$ cat config.mk
export PLATFORM = sky130hd
export DESIGN_NAME = bram_fifo_stream_flat
export DESIGN_NICKNAME = d
export VERILOG_FILES = /design/src/rtl/bram_fifo_stream_if.sv /design/src/rtl/bram_fifo_stream.sv /design/src/flat_wrapper.sv
export SDC_FILE = /design/constraint.sdc
export NUM_CORES = 1
export LEC_CHECK = 0
export ABC_CLOCK_PERIOD_IN_PS = 5160
export CAP_MARGIN = 15
export CORE_ASPECT_RATIO = 0.8
export CORE_UTILIZATION = 44
export DETAILED_ROUTE_END_ITERATION = 6
export GPL_TIMING_DRIVEN = 1
export PLACE_DENSITY_LB_ADDON = 0.1
export SLEW_MARGIN = 10
export SYNTH_ARGS = -nofsm -noshare
export SYNTH_HDL_FRONTEND = slang
export SYNTH_SLANG_ARGS = --single-unit
$ cat constraint.sdc
create_clock -name clk -period 5.16 [get_ports clk]
set_input_delay 1.032 -clock clk [delete_from_list [all_inputs] [get_ports clk]]
set_output_delay 1.032 -clock clk [all_outputs]
set_load 0.02 [all_outputs]
$ cat src/rtl/bram_fifo_stream_if.sv
// rtl/bram_fifo_stream_if.sv - valid/ready word stream bundle shared by producer and consumer sides
interface bram_fifo_stream_if #(
  parameter int DATA_WIDTH = 25
);
  logic [DATA_WIDTH-1:0] data;
  logic                  valid;
  logic                  ready;

  modport master (output data, output valid, input ready);
  modport slave  (input data, input valid, output ready);
endinterface

$ cat src/rtl/bram_fifo_stream.sv
// rtl/bram_fifo_stream.sv - valid/ready adapter around a flagless 1-cycle-latency BRAM FIFO
// Tracks BRAM occupancy and prefetches into a 2-entry register buffer for full-rate registered output.
module bram_fifo_stream #(
  parameter int  DATA_WIDTH = 25,
  parameter int  DEPTH      = 256,
  localparam int CNT_W      = $clog2(DEPTH + 3)
) (
  input  logic                  clk,
  input  logic                  rst,
  input  logic                  clear,
  bram_fifo_stream_if.slave     s,
  bram_fifo_stream_if.master    m,
  output logic [DATA_WIDTH-1:0] fifo_di,
  output logic                  fifo_wren,
  output logic                  fifo_rden,
  input  logic [DATA_WIDTH-1:0] fifo_do,
  output logic                  fifo_clear,
  output logic [CNT_W-1:0]      count,
  output logic                  full,
  output logic                  empty
);

  localparam logic [CNT_W-1:0] DEPTH_C = CNT_W'(DEPTH);

  logic [CNT_W-1:0]      mem_cnt;
  logic                  rd_pend;
  logic [1:0]            buf_cnt;
  logic [DATA_WIDTH-1:0] head;
  logic [DATA_WIDTH-1:0] tail;
  logic                  rst_done;
  logic                  pop;
  logic [2:0]            occ;

  // Input side stays closed until the first clock after reset release.
  always_ff @(posedge clk or negedge rst) begin
    if (!rst) rst_done <= 1'b0;
    else      rst_done <= 1'b1;
  end

  assign full       = (mem_cnt == DEPTH_C);
  assign s.ready    = rst_done & ~full & ~clear;
  assign fifo_wren  = s.valid & s.ready;
  assign fifo_di    = s.data;
  assign fifo_clear = clear;

  assign pop = (buf_cnt != 2'd0) & m.ready;
  assign occ = {1'b0, buf_cnt} + {2'b00, rd_pend};

  // Launch a read only if the buffer can still take the word when it lands next cycle.
  assign fifo_rden = ~clear & (mem_cnt != '0) & (occ <= ({2'b00, pop} + 3'd1));

  always_ff @(posedge clk or negedge rst) begin
    if (!rst) begin
      mem_cnt <= '0;
      rd_pend <= 1'b0;
    end else if (clear) begin
      mem_cnt <= '0;
      rd_pend <= 1'b0;
    end else begin
      rd_pend <= fifo_rden;
      unique case ({fifo_wren, fifo_rden})
        2'b10:   mem_cnt <= mem_cnt + CNT_W'(1);
        2'b01:   mem_cnt <= mem_cnt - CNT_W'(1);
        default: mem_cnt <= mem_cnt;
      endcase
    end
  end

  // rd_pend marks fifo_do as valid this cycle; it lands at the buffer tail.
  always_ff @(posedge clk or negedge rst) begin
    if (!rst) begin
      buf_cnt <= 2'd0;
      head    <= '0;
      tail    <= '0;
    end else if (clear) begin
      buf_cnt <= 2'd0;
    end else begin
      unique case ({pop, rd_pend})
        2'b11: begin
          if (buf_cnt == 2'd1) begin
            head <= fifo_do;
          end else begin
            head <= tail;
            tail <= fifo_do;
          end
        end
        2'b10: begin
          head    <= tail;
          buf_cnt <= buf_cnt - 2'd1;
        end
        2'b01: begin
          if (buf_cnt == 2'd0) head <= fifo_do;
          else                 tail <= fifo_do;
          buf_cnt <= buf_cnt + 2'd1;
        end
        default: buf_cnt <= buf_cnt;
      endcase
    end
  end

  assign m.data  = head;
  assign m.valid = (buf_cnt != 2'd0);

  assign count = mem_cnt + CNT_W'(rd_pend) + CNT_W'(buf_cnt);
  assign empty = (count == '0);

endmodule

$ cat src/flat_wrapper.sv
// flat-port wrapper written by rule: the top's interface ports become plain ports
module bram_fifo_stream_flat 
#(
  parameter int  DATA_WIDTH = 25,
  parameter int  DEPTH      = 256,
  localparam int CNT_W      = $clog2(DEPTH + 3)
)
  (clk, rst, clear, fifo_di, fifo_wren, fifo_rden, fifo_do, fifo_clear, count, full, empty, s_data, s_valid, s_ready, m_data, m_valid, m_ready);
  bram_fifo_stream_if #(.DATA_WIDTH(DATA_WIDTH)) s_i ();
  bram_fifo_stream_if #(.DATA_WIDTH(DATA_WIDTH)) m_i ();
  input  logic clk;
  input  logic rst;
  input  logic clear;
  output logic [DATA_WIDTH-1:0] fifo_di;
  output logic fifo_wren;
  output logic fifo_rden;
  input  logic [DATA_WIDTH-1:0] fifo_do;
  output logic fifo_clear;
  output logic [CNT_W-1:0] count;
  output logic full;
  output logic empty;
  input wire logic [$bits(s_i.data)-1:0] s_data;
  input wire logic [$bits(s_i.valid)-1:0] s_valid;
  output wire logic [$bits(s_i.ready)-1:0] s_ready;
  output wire logic [$bits(m_i.data)-1:0] m_data;
  output wire logic [$bits(m_i.valid)-1:0] m_valid;
  input wire logic [$bits(m_i.ready)-1:0] m_ready;
  assign s_i.data = s_data;
  assign s_i.valid = s_valid;
  assign s_ready = s_i.ready;
  assign m_data = m_i.data;
  assign m_valid = m_i.valid;
  assign m_i.ready = m_ready;
  bram_fifo_stream #(.DATA_WIDTH(DATA_WIDTH), .DEPTH(DEPTH)) u_core (.clk(clk), .rst(rst), .clear(clear), .s(s_i), .m(m_i), .fifo_di(fifo_di), .fifo_wren(fifo_wren), .fifo_rden(fifo_rden), .fifo_do(fifo_do), .fifo_clear(fifo_clear), .count(count), .full(full), .empty(empty));
endmodule
==> impl_metrics.env <==
export IMPL_cts_setup_buffers=0
export IMPL_htree_levels=3
export IMPL_via_per_inst=5.28
export IMPL_place_gp_congestion=0.807
export IMPL_dp_slack_ps=492
export IMPL_reg2reg_depth=15
export IMPL_cts_buffers=9
export IMPL_n_antenna_cell=0
export IMPL_critPathMaxFanout=6
export IMPL_p_leak_nw=1.98
export IMPL_rsz0062_at_grt="no"
export IMPL_ys_warn_count=0
export IMPL_worstPathRequired_ps=4130
export IMPL_first_pass_iters=4
export IMPL_synthToLayoutAreaGrowth_pct=21.6
export IMPL_syn_area_per_cell_um2=10.4
export IMPL_synth_area_um2=3720
export IMPL_dpl_hpwl_um=5460
export IMPL_grt_max_degree=64
export IMPL_synthAdderAreaFrac_pct=6.80
export IMPL_post_route_worst_setup_slack_ps=605
export IMPL_initial_core_util_pct=46.1
export IMPL_critical_path_class="in -> out"
export IMPL_vias=2710
export IMPL_power_mw=3.07
export IMPL_insertion_delay_ps=340
export IMPL_drtIter0Drc=212
export IMPL_path_clk_slew_ps=70
export IMPL_synthArstFlopShare_pct=100
export IMPL_wl_per_cell_um=15.7
export IMPL_worstHoldEndpoint="u_core.tail[22]$_DFFE_PN0P_"
export IMPL_ir_drop_mv=0.392
export IMPL_p_per_area_nw_per_um2=679
export IMPL_synth_main_ff_cell="dfrtp_1"
export IMPL_finClkSkew_ps=8.13
export IMPL_synth_nets=431
export IMPL_finalCritPeriodShare_pct=88.3
export IMPL_finalHoldViolations=0
export IMPL_drive_above_1_share_pct=13.6
export IMPL_grt_pass1_wl_um=13400
export IMPL_hold_buffers=0
export IMPL_worstReg2RegStart="u_core.buf_cnt[1]$_DFFE_PN0P_"
export IMPL_synth_xor_area_share_pct=3.30
export IMPL_synthDistinctLibCells=50
export IMPL_rows=29
export IMPL_finalSetupTns_ps=0
export IMPL_cp_data_arrival_time_ps=3520
export IMPL_die_w_um=105
export IMPL_syn_inst=359
export IMPL_overflow=0
export IMPL_antenna_found_initial=0
export IMPL_port_buffers=70
export IMPL_ff2ff_setup_slack_ps=1040
export IMPL_core_area_um2=8060
export IMPL_wirelength_um=8070
export IMPL_fin_hold_ws_ps=506
export IMPL_drc_errors=0
export IMPL_ctsRootBufferMaster="clkbuf_8"
export IMPL_synth_mux_area_share_pct=15.1
export IMPL_die_area_um2=8820
export IMPL_die_y_um=84.2
export IMPL_rr_endpoint="u_core.mem_cnt[7]$_DFFE_PN0P_"
export IMPL_outcome="complete, no violations"
export IMPL_maxCapViolCount=0
export IMPL_cts_tree="done"
export IMPL_fmax_mhz=220
export IMPL_synth_compound_area_share_pct=11.8
export IMPL_final_util_pct=56.1
export IMPL_io_pins=121
export IMPL_synth_simple_gate_area_share_pct=11.5
export IMPL_synth_top_family_by_area="multiplexers"
export IMPL_hold_start="u_core.tail[22]$_DFFE_PN0P_"
export IMPL_cts_max_path_buffers=2
export IMPL_ys_seq_area_share_pct=42.4
export IMPL_synth_edf_count=0
export IMPL_cp_start_kind="input port"
export IMPL_tightest_slew_ps=1120
export IMPL_finalMaxSlewViolations=0
export IMPL_grtUsageTotal_pct=19.4
export IMPL_whs_path_depth=1
export IMPL_post_route_min_period_ps=4560
export IMPL_hp_class="reg -> reg"
export IMPL_cts_resized=0
export IMPL_cts_sinks=63
export IMPL_cp_end_kind="primary output"
export IMPL_setup_viol=0
export IMPL_nets=472
export IMPL_ys_ff_latch=63
export IMPL_grt_pass1_vias=2647
export IMPL_ant_nets=0
export IMPL_relSlewSlack_pct=25.3
==> per-stage QoR <==
step           instances  area (um^2)
2_1_floorplan        359         3720
3_3_place_gp         497         4310
3_5_place_dp         497         4310
4_1_cts              513         4520
5_1_grt              513         4520
6_report             513         4520
==> synth_stat cells, drive strengths merged (3+ instances only) <==
cell / count / share of area (%)
a21o: 5 / 1.0
nor4: 3 / 0.51
inv: 12 / 1.3
ha: 13 / 4.4
nor2: 35 / 3.5
or4: 3 / 0.71
mux2: 25 / 7.6
fa: 4 / 2.2
o21ai: 15 / 2.0
dfrtp: 63 / 42
buf: 33 / 6.4
a211oi: 4 / 0.81
a211o: 3 / 0.71
mux2i: 28 / 7.5
nand2: 7 / 0.71
a21oi: 35 / 4.7
nand4b: 5 / 1.2
clkbuf: 12 / 1.2
nor3: 6 / 1.1
xnor2: 7 / 1.6
nand3: 5 / 0.67
xor2: 7 / 1.6
==> critical path: stages <==
cell and delay (ps):
clkdlybuf4s50_1 480, nand2b_1 80, inv_1 120, fa_1 450
nor3b_1 350, nor2_1 190, nor3_1 190, clkdlybuf4s50_1 630
==> area by class of cell <==
| cell class | count | area (um^2) |
|---|---|---|
| timing repair buffer | 75 | 733 |
| sequential | 63 | 1580 |
| inverter | 12 | 47.5 |
| multi-input combinational | 239 | 1820 |
| fill | 732 | 3540 |
| clock buffer | 10 | 138 |
| clock inverter | 6 | 68.8 |
| tap | 108 | 135 |
==> layer usage <==
metal,track usage (%),vias to the layer above,routed length (um)
met1,28.3,1301,4040
met3,5.20,21,483
li1,-,1326,-
met5,0,-,0
met2,26.9,62,3400
met4,8.32,0,146
==> registers in the layout, indices dropped and copies added, names as in the netlist <==
| register | cells |
|---|---|
| u_core.rst_done | 1 |
| u_core.mem_cnt | 9 |
| u_core.buf_cnt | 2 |
| u_core.tail | 25 |
| u_core.rd_pend | 1 |
| u_core.m.data | 25 |
==> worst max path at each step <==
| stage | from | to | slack [ps] | cells after the start |
|---|---|---|---|---|
| finish | m_ready | fifo_rden | 600 | 8 |
| global route | m_ready | fifo_rden | 430 | 8 |
| CTS | m_ready | fifo_rden | 610 | 8 |
| detailed placement | m_ready | u_core.mem_cnt[7]$_DFFE_PN0P_ | 490 | 14 |
| global placement | m_ready | u_core.mem_cnt[7]$_DFFE_PN0P_ | 580 | 14 |
| floorplan | m_ready | u_core.mem_cnt[7]$_DFFE_PN0P_ | 1150 | 14 |
==> layout by cell type (no fill, tap or decap), types with 3 or more instances in the layout <==
cell type | netlist | layout
xnor2_1 | 7 | 7
clkinvlp_4 | 0 | 4
a211oi_1 | 4 | 4
clkdlybuf4s50_1 | 0 | 69
a21o_1 | 5 | 5
dfrtp_1 | 63 | 63
ha_1 | 13 | 13
mux2_2 | 25 | 25
nand4b_1 | 5 | 5
nand2_1 | 7 | 7
buf_4 | 27 | 5
a21oi_1 | 35 | 34
nor4_1 | 3 | 3
a211o_1 | 3 | 3
mux2i_1 | 28 | 28
fa_1 | 4 | 4
nor3_1 | 5 | 5
nand3_1 | 5 | 5
clkbuf_8 | 0 | 10
inv_1 | 11 | 11
xor2_1 | 7 | 7
nor2_1 | 35 | 35
o21ai_0 | 13 | 13
==> logic make-up after synthesis <==
family | after synthesis
and+or+nand+nor | 81
AOI/OAI and AO/OA | 72
DFF | 63
buffers and inverters | 57
muxes | 53
adders and majority gates | 18
xor gates and xnor gates | 14
other | 1
==> where the power goes <==
group | switching, mW | total [mW] | internal (mW)
registers | 0.171 | 0.896 | 0.725
logic | 0.910 | 1.73 | 0.815
clock network | 0.209 | 0.447 | 0.238
Power figures use the tool's default switching activity.
